<file path="config.mk">
export PLATFORM = sky130hd
export DESIGN_NAME = instr_fetch_mem
export DESIGN_NICKNAME = d
export VERILOG_FILES = /design/src/rtl/imem_pkg.sv /design/src/rtl/imem_bank.sv /design/src/rtl/instr_fetch_mem.sv
export SDC_FILE = /design/constraint.sdc
export NUM_CORES = 2
export LEC_CHECK = 0
export ABC_CLOCK_PERIOD_IN_PS = 2650
export CORE_MARGIN = 10
export CORE_UTILIZATION = 35
export DETAILED_ROUTE_END_ITERATION = 8
export PLACE_DENSITY_LB_ADDON = 0.3
export SLEW_MARGIN = 20
export SYNTH_ARGS = -nofsm -noshare
export SYNTH_HDL_FRONTEND = slang
export SYNTH_HIERARCHICAL = 1
export SYNTH_SLANG_ARGS = --single-unit
</file>
<file path="constraint.sdc">
create_clock -name clk -period 2.65 [get_ports clk]
set_input_delay 0.53 -clock clk [delete_from_list [all_inputs] [get_ports clk]]
set_output_delay 0.53 -clock clk [all_outputs]
set_load 0.005 [all_outputs]
</file>
<file path="src/rtl/imem_pkg.sv">
// Shared controller state encoding and the NOP instruction that the
// fetch path returns for rejected addresses.
package imem_pkg;

    typedef enum logic [0:0] {
        INIT  = 1'b0,
        READY = 1'b1
    } imem_state_e;

    // RISC-V "addi x0, x0, 0"
    localparam logic [31:0] NOP_INSTR = 32'h0000_0013;

endpackage

</file>
<file path="src/rtl/imem_bank.sv">
// Instruction storage: one synchronous read port and one byte-enabled
// synchronous write port; a same-cycle read sees the old word.
module imem_bank #(
    parameter int DATA_W = 32,
    parameter int DEPTH  = 64,
    localparam int IDX_W = $clog2(DEPTH),
    localparam int NB    = DATA_W / 8
) (
    input  logic              clk,
    input  logic              rst_n,
    input  logic              rd_en,
    input  logic [IDX_W-1:0]  rd_idx,
    output logic [DATA_W-1:0] rd_data,
    input  logic              wr_en,
    input  logic [IDX_W-1:0]  wr_idx,
    input  logic [DATA_W-1:0] wr_data,
    input  logic [NB-1:0]     wr_be
);

    logic [DATA_W-1:0] mem [DEPTH];

    // The array itself has no reset; it is cleared by the controller's sweep.
    always_ff @(posedge clk) begin
        if (wr_en) begin
            for (int b = 0; b < NB; b++) begin
                if (wr_be[b]) begin
                    mem[wr_idx][b*8 +: 8] <= wr_data[b*8 +: 8];
                end
            end
        end
    end

    always_ff @(posedge clk or negedge rst_n) begin
        if (!rst_n) begin
            rd_data <= '0;
        end else if (rd_en) begin
            rd_data <= mem[rd_idx];
        end
    end

endmodule

</file>
<file path="src/rtl/instr_fetch_mem.sv">
// Instruction fetch memory controller: clears the bank after reset, then
// serves fetches with one-cycle latency and accepts program-load writes.
module instr_fetch_mem #(
    parameter int ADDR_W = 32,
    parameter int DATA_W = 32,
    parameter int DEPTH  = 64
) (
    input  logic                clk,
    input  logic                rst_n,
    input  logic                fetch_req_valid,
    output logic                fetch_req_ready,
    input  logic [ADDR_W-1:0]   fetch_req_addr,
    output logic                fetch_rsp_valid,
    input  logic                fetch_rsp_ready,
    output logic [DATA_W-1:0]   fetch_rsp_instr,
    output logic [ADDR_W-1:0]   fetch_rsp_addr,
    output logic                fetch_rsp_err,
    input  logic                load_valid,
    output logic                load_ready,
    input  logic [ADDR_W-1:0]   load_addr,
    input  logic [DATA_W-1:0]   load_data,
    input  logic [DATA_W/8-1:0] load_be,
    output logic                load_err,
    output logic                init_busy
);

    import imem_pkg::*;

    localparam int NB    = DATA_W / 8;
    localparam int IDX_W = $clog2(DEPTH);
    localparam int OFF_W = $clog2(NB);

    localparam logic [ADDR_W-1:0] OFF_MASK      = ADDR_W'((64'(1) << OFF_W) - 64'(1));
    localparam logic [ADDR_W-1:0] IN_RANGE_MASK = ADDR_W'((64'(1) << (OFF_W + IDX_W)) - 64'(1));
    localparam logic [DATA_W-1:0] NOP_WORD      = DATA_W'(NOP_INSTR);

    localparam logic [0:0] ST_INIT  = INIT;
    localparam logic [0:0] ST_READY = READY;

    logic [0:0]        state;
    logic [IDX_W-1:0]  sweep_idx;
    logic              fetch_fire;
    logic              fetch_bad;
    logic              load_fire;
    logic              load_bad;
    logic [IDX_W-1:0]  fetch_idx;
    logic [IDX_W-1:0]  load_idx;
    logic              rd_en;
    logic [DATA_W-1:0] bank_rd_data;
    logic              wr_en;
    logic [IDX_W-1:0]  wr_idx;
    logic [DATA_W-1:0] wr_data;
    logic [NB-1:0]     wr_be;

    // Misaligned if any byte-offset bit is set; out of range if any bit
    // above the word-index field is set.
    function automatic logic addr_bad(input logic [ADDR_W-1:0] a);
        return ((a & OFF_MASK) != '0) || ((a & ~IN_RANGE_MASK) != '0);
    endfunction

    assign init_busy       = (state == ST_INIT);
    assign load_ready      = (state == ST_READY);
    assign fetch_req_ready = (state == ST_READY) && (!fetch_rsp_valid || fetch_rsp_ready);

    assign fetch_fire = fetch_req_valid && fetch_req_ready;
    assign load_fire  = load_valid && load_ready;
    assign fetch_bad  = addr_bad(fetch_req_addr);
    assign load_bad   = addr_bad(load_addr);
    assign fetch_idx  = fetch_req_addr[OFF_W +: IDX_W];
    assign load_idx   = load_addr[OFF_W +: IDX_W];

    // Rejected fetches never touch the bank, so the read register keeps its
    // old word and the output mux substitutes the NOP.
    assign rd_en           = fetch_fire && !fetch_bad;
    assign fetch_rsp_instr = fetch_rsp_err ? NOP_WORD : bank_rd_data;

    always_comb begin
        wr_en   = 1'b0;
        wr_idx  = load_idx;
        wr_data = load_data;
        wr_be   = load_be;
        if (state == ST_INIT) begin
            wr_en   = 1'b1;
            wr_idx  = sweep_idx;
            wr_data = '0;
            wr_be   = '1;
        end else if (load_fire && !load_bad) begin
            wr_en = 1'b1;
        end
    end

    always_ff @(posedge clk or negedge rst_n) begin
        if (!rst_n) begin
            state     <= ST_INIT;
            sweep_idx <= '0;
        end else if (state == ST_INIT) begin
            if (sweep_idx == IDX_W'(DEPTH - 1)) begin
                state     <= ST_READY;
                sweep_idx <= '0;
            end else begin
                sweep_idx <= sweep_idx + IDX_W'(1);
            end
        end
    end

    always_ff @(posedge clk or negedge rst_n) begin
        if (!rst_n) begin
            fetch_rsp_valid <= 1'b0;
            fetch_rsp_addr  <= '0;
            fetch_rsp_err   <= 1'b0;
            load_err        <= 1'b0;
        end else begin
            if (fetch_fire) begin
                fetch_rsp_valid <= 1'b1;
                fetch_rsp_addr  <= fetch_req_addr;
                fetch_rsp_err   <= fetch_bad;
            end else if (fetch_rsp_ready) begin
                fetch_rsp_valid <= 1'b0;
            end
            load_err <= load_fire && load_bad;
        end
    end

    imem_bank #(
        .DATA_W (DATA_W),
        .DEPTH  (DEPTH)
    ) u_bank (
        .clk     (clk),
        .rst_n   (rst_n),
        .rd_en   (rd_en),
        .rd_idx  (fetch_idx),
        .rd_data (bank_rd_data),
        .wr_en   (wr_en),
        .wr_idx  (wr_idx),
        .wr_data (wr_data),
        .wr_be   (wr_be)
    );

endmodule

</file>
-- Word level (Yosys, flattened, before mapping)
Memory sizes are Yosys's and may differ from the RTL's. A register that Yosys moved wholly into a read port is not among the register bits.
Cells that the tools add are included.
- RAM bits: 2048
- memories: 1
- word-level logic and storage cells: 51
- register bits: 42
- output and inout port bits: 70
- $add $sub $neg: 1
- eq/ne operators: 1
- mux-type cells: 23
- bitwise logic cells: 1
- reductions and logical operators: 18
- memories (memory ; depth ; width ; read ports ; clocked after Yosys merged registers in ; wr ports ; line ; RTL):
    u_bank.mem ; 64 ; 32 ; 1 ; 1 ; 1 ; imem_bank.sv:20 ; logic [DATA_W-1:0] mem [DEPTH];
- operator list (cell ; number):
    nonzero test 32 bit ; 4
    2-to-1 mux 32 bit ; 2
    2-to-1 mux 1 bit ; 18
    2-to-1 mux 6 bit ; 2
    adder 6 x 1 -> 6 bit (second input constant) ; 1
    equality test 6 bit (second input constant) ; 1
    logical AND 1 bit ; 6
    logical NOT 1 bit ; 4
    2-to-1 mux 4 bit ; 1
    logical OR 1 bit ; 3
    nonzero test 2 bit ; 1
    inverter 1 bit ; 1

-- Longest topological paths before layout
- depth in word-level cells: 8
- depth in mapped cells: 10
- mapped depth without buffers: 8

-- Hierarchy
Netlist, hierarchy kept.
- modules (own cells, without submodules) (module ; times used ; seq. area each (um^2) ; cells each ; area each (um^2)):
    imem_bank ; 1 ; 62299.8 ; 4139 ; 80328.3
    instr_fetch_mem ; 1 ; 1051.0 ; 213 ; 2411.1

-- Worst setup path before layout
Ideal clock, no wire load.
- path kind: flip-flop to flip-flop
- start: reg state (netlist: load_ready)
- end: mem u_bank.mem[18][0] (enable)
- data required time: 2.280 ns
- setup time: 0.370 ns
- clock period less this slack: 2.668 ns
- arrival: 2.298 ns
- path slack: -0.018 ns
- stages on the path, launching flop included: 8
- path through: dfrtp_1 buf_4 buf_4 mux2_2 clkbuf_1 nor3b_1 nand2_1 nor2_1
- RTL lines (what ; line ; RTL):
    from (decl) ; instr_fetch_mem.sv:40 ; logic [0:0] state;
    from (signal assigned) ; instr_fetch_mem.sv:94 ; state <= ST_INIT;
    from (signal assigned) ; instr_fetch_mem.sv:98 ; state <= ST_READY;
    2-to-1 mux 6 bit ; instr_fetch_mem.sv:82 ; if (state == ST_INIT) begin
    net wr_idx[3] ; instr_fetch_mem.sv:51 ; logic [IDX_W-1:0] wr_idx;
    to (decl) ; imem_bank.sv:20 ;
The timed path passes the listed nets, and every way through them passes these cells.

-- Final worst setup path
- start: reg fetch_rsp_err
- end: out fetch_rsp_err
- RTL lines (what ; line ; RTL):
    from (decl) ; instr_fetch_mem.sv:17 ; output logic fetch_rsp_err,
    from (signal assigned) ; instr_fetch_mem.sv:116 ; fetch_rsp_err <= fetch_bad;
No word-level cell between the ends.

==> results.json <==
{
  "outcome": "finished, violations left",
  "violations": "setup timing",
  "setup_viol": 1,
  "track_usage_pct": 17.5,
  "worst-path-stages": 2,
  "antenna_found_initial": 10,
  "cp.required_ps": 2120,
  "worst_setup_path_end_kind": "primary output",
  "cap_violations": 0,
  "synth_top_area_share_pct": 74.3,
  "irDropWorstVdd_mv": 0.708,
  "clkTransAtPathRegs_ps": 60,
  "synth_top_cell_by_area": "edfxtp_1",
  "r2r_cells": 7,
  "clock_sinks": 2122,
  "p_per_area_mw_per_mm2": 673,
  "die_h_um": 506,
  "vias": 44300,
  "fin_ws_ps": -22.3,
  "postSynthAreaPerCell_um2": 19.0,
  "top_level_ports": 175,
  "h-tree-depth": 4,
  "relSlewSlack_pct": 24.5,
  "synth-warning-count": 6,
  "rsz0062_at_grt": "yes",
  "grt_overflow": 0,
  "r2r-start": "load_ready",
  "gp_congestion": 0.882,
  "grt_pass1_wl_mm": 330,
  "wl_mm": 230,
  "worstPathArrival_ps": 2140,
  "layout.nets": 5274,
  "clockRootBuffer": "clkbuf_16",
  "synth_area_leaders": "edfxtp_1 (74%), mux4_2 (7.8%), mux2i_1 (5.4%)",
  "period_minus_slack_ps": 2670,
  "drt_pass1_iterations": 6,
  "max_freq_mhz": 374,
  "critPathCapture": "fetch_rsp_err",
  "drive_gt1_share_pct": 27.1,
  "area_growth_pct": 22.1,
  "vias_per_cell": 5.21,
  "p_leak_nw": 30.8,
  "rrSetupSlack_ps": 60,
  "ys_types": 45,
  "io_buffer_count": 174,
  "cts_tree": "yes",
  "crit_family": "buffers and inverters",
  "ant_nets": 0,
  "place_ws_ps": -653,
  "final_cell_area_mm2": 0.101,
  "crit_slowest_cell": "dfrtp_4",
  "cp_cell_sequence": "buf_6 -> clkdlybuf4s50_1",
  "die_w_um": 506,
  "clk_path_buf_depth": 3,
  "start_util_pct": 35.2,
  "fp-row-count": 178,
  "netlist_area_mm2": 0.0827,
  "fin_util_pct": 43.0,
  "detailed_place_hpwl_mm": 153,
  "coreArea_mm2": 0.235,
  "hold_class": "input pin to async pin",
  "clk_latency_ps": 850,
  "slowest_delay_ps": 560,
  "drt_iter0_markers": 4630,
  "syn_inst": 4352,
  "worst_slew_pin_slew_ps": 1130,
  "fill_cells": 20600,
  "stdcell_count": 8500,
  "r2r_end": "u_bank/mem[57][0]",
  "dp.cells": 8101,
  "synth_ff_type": "edfxtp_1",
  "synth_edf_count": 2048,
  "synth-seq-cells": 2122,
  "ys_seq_area_share_pct": 76.6,
  "cp_max_fo": 10,
  "skew_ps": 41.5,
  "setup_tns_ps": -22.3,
  "grt_max_degree": 65,
  "numCtsBuffers": 202,
  "synth_nets": 4458,
  "wl_per_cell_um": 27.1,
  "async_reset_ff_share_pct": 3.49,
  "hold_viol_final": 0,
  "die-area_mm2": 0.256,
  "crit_buf_inv": 2,
  "placed_cell_area_mm2": 0.0940,
  "path_class": "flip-flop to primary output",
  "grt_pass1_vias": 44800,
  "worst_setup_path_start_kind": "flip-flop",
  "drc": 0,
  "cp-startpoint": "fetch_rsp_err",
  "slew_viol_final": 0,
  "finalCritPeriodShare_pct": 101
}
worst min path at each step:
| stage | start | to | depth (start not counted) | slack [ps] |
|---|---|---|---|---|
| 2_1_floorplan | rst_n | fetch_rsp_addr[0] | 0 | 230 |
| 3_3_place_gp | fetch_rsp_addr[23] | fetch_rsp_addr[23] | 1 | 490 |
| 3_5_place_dp | fetch_rsp_addr[19] | fetch_rsp_addr[19] | 1 | 490 |
| 4_1_cts | rst_n | sweep_idx[0] | 2 | 160 |
| 5_1_grt | rst_n | fetch_rsp_err | 2 | 220 |
| 6_report | rst_n | fetch_rsp_err | 2 | 220 |
layout by cell type (no fill, tap or decap), types with 34 or more instances in the layout:
cell type and instances:
a22oi_1 191, buf_12 122, buf_4 568, clkbuf_1 53, clkbuf_16 204, clkdlybuf4s50_1 136
clkinv_2 36, dfrtp_1 71, edfxtp_1 2048, mux2i_1 448, mux4_2 288, nand2_1 140
nand2b_1 37, nand3_1 34, nand4_1 38, nor2_1 293, nor3_1 34, o21ai_0 88
o22ai_1 96
Yosys cell counts, types with 4 or more instances:
| cell type | number |
|---|---|
| nor3_1 | 35 |
| nor3b_1 | 6 |
| nor2_1 | 296 |
| and3b_1 | 4 |
| a221oi_1 | 32 |
| nand2_1 | 146 |
| a21oi_1 | 33 |
| o21ai_0 | 88 |
| mux2_2 | 14 |
| dfrtp_1 | 74 |
| mux4_2 | 288 |
| nand2b_1 | 39 |
| nor4_1 | 12 |
| buf_2 | 84 |
| buf_1 | 9 |
| mux2i_1 | 448 |
| o22ai_1 | 96 |
| buf_4 | 16 |
| nor2b_1 | 33 |
| nand4_1 | 38 |
| o21ai_1 | 12 |
| and2_1 | 35 |
| or2_2 | 5 |
| clkbuf_1 | 140 |
| a22oi_1 | 191 |
| buf_6 | 17 |
| edfxtp_1 | 2048 |
| a221o_1 | 32 |
| nand3_1 | 35 |
| mux2_4 | 25 |
timing repair:
| action | CTS | global route |
|---|---|---|
| setup endpoints to repair | 37 | 145 |
| cloned | 1 | 0 |
| pin swaps | 1 | 1 |
| gates resized for setup | 145 | 36 |
| hold buffers | 1 | 0 |
| setup buffers | 11 | 1 |
| hold endpoints to repair | 30 | 0 |
power breakdown:
group | leakage [nW] | total (W) | internal [W] | switching, W
registers | 15.3 | 0.0362 | 0.0362 | 0
logic | 12.2 | 0.00227 | 0.000989 | 0.00128
clock network | 3.30 | 0.0295 | 0.0170 | 0.0125
metrics by stage:
stage / power, W / hold slack (ps)
global placement: 0.0392 / 492
CTS: 0.0685 / 161
floorplan: 0.0380 / 234
global route: 0.0699 / 224
finish: 0.0679 / 222
detailed placement: 0.0392 / 493
cells by family after synthesis:
family | after synthesis | share of synthesized area [%]
AO/OA/AOI/OAI | 488 | 4.03
XOR/XNOR | 2 | 0.0212
adder cells (fa/ha/maj) | 1 | 0.0151
buffers and inverters | 267 | 1.57
flip-flops | 2122 | 76.6
multiplexers | 775 | 13.9
AND/OR/NAND/NOR | 697 | 3.90
worst register-to-register path, cell delays in order (launching register included):
cell     delay (ps)
dfrtp_2         430
buf_4           180
mux2_2          420
and3_1          400
nand2_1         250
buf_4           250
nor2_1          130
buf_4           210
layout make-up:
cell class,count,area [um^2],area share [%]
sequential,2122,63400,62.7
timing repair buffer,878,8600,8.51
clock inverter,108,1270,1.25
inverter,1,3.75,0.00372
antenna,6,15.0,0.0149
multi-input combinational,1963,18300,18.1
clock buffer,272,5510,5.45
tap,3150,3940,3.90
registers in the layout (all words and copies together), names as in the netlist:
signal,flops
load_err,1
u_bank/mem,2048
fetch_rsp_addr,32
fetch_rsp_err,1
load_ready,1
fetch_rsp_valid,1
sweep_idx,6
u_bank/rd_data,32
per-layer routing:
layer | part of all wire [%] | GRT usage [%]
met5 | 0.033 | 0
met4 | 4.4 | 7.25
met3 | 6.2 | 3.42
met2 | 48 | 28.4
met1 | 41 | 23.0
Power figures use the tool's default switching activity.
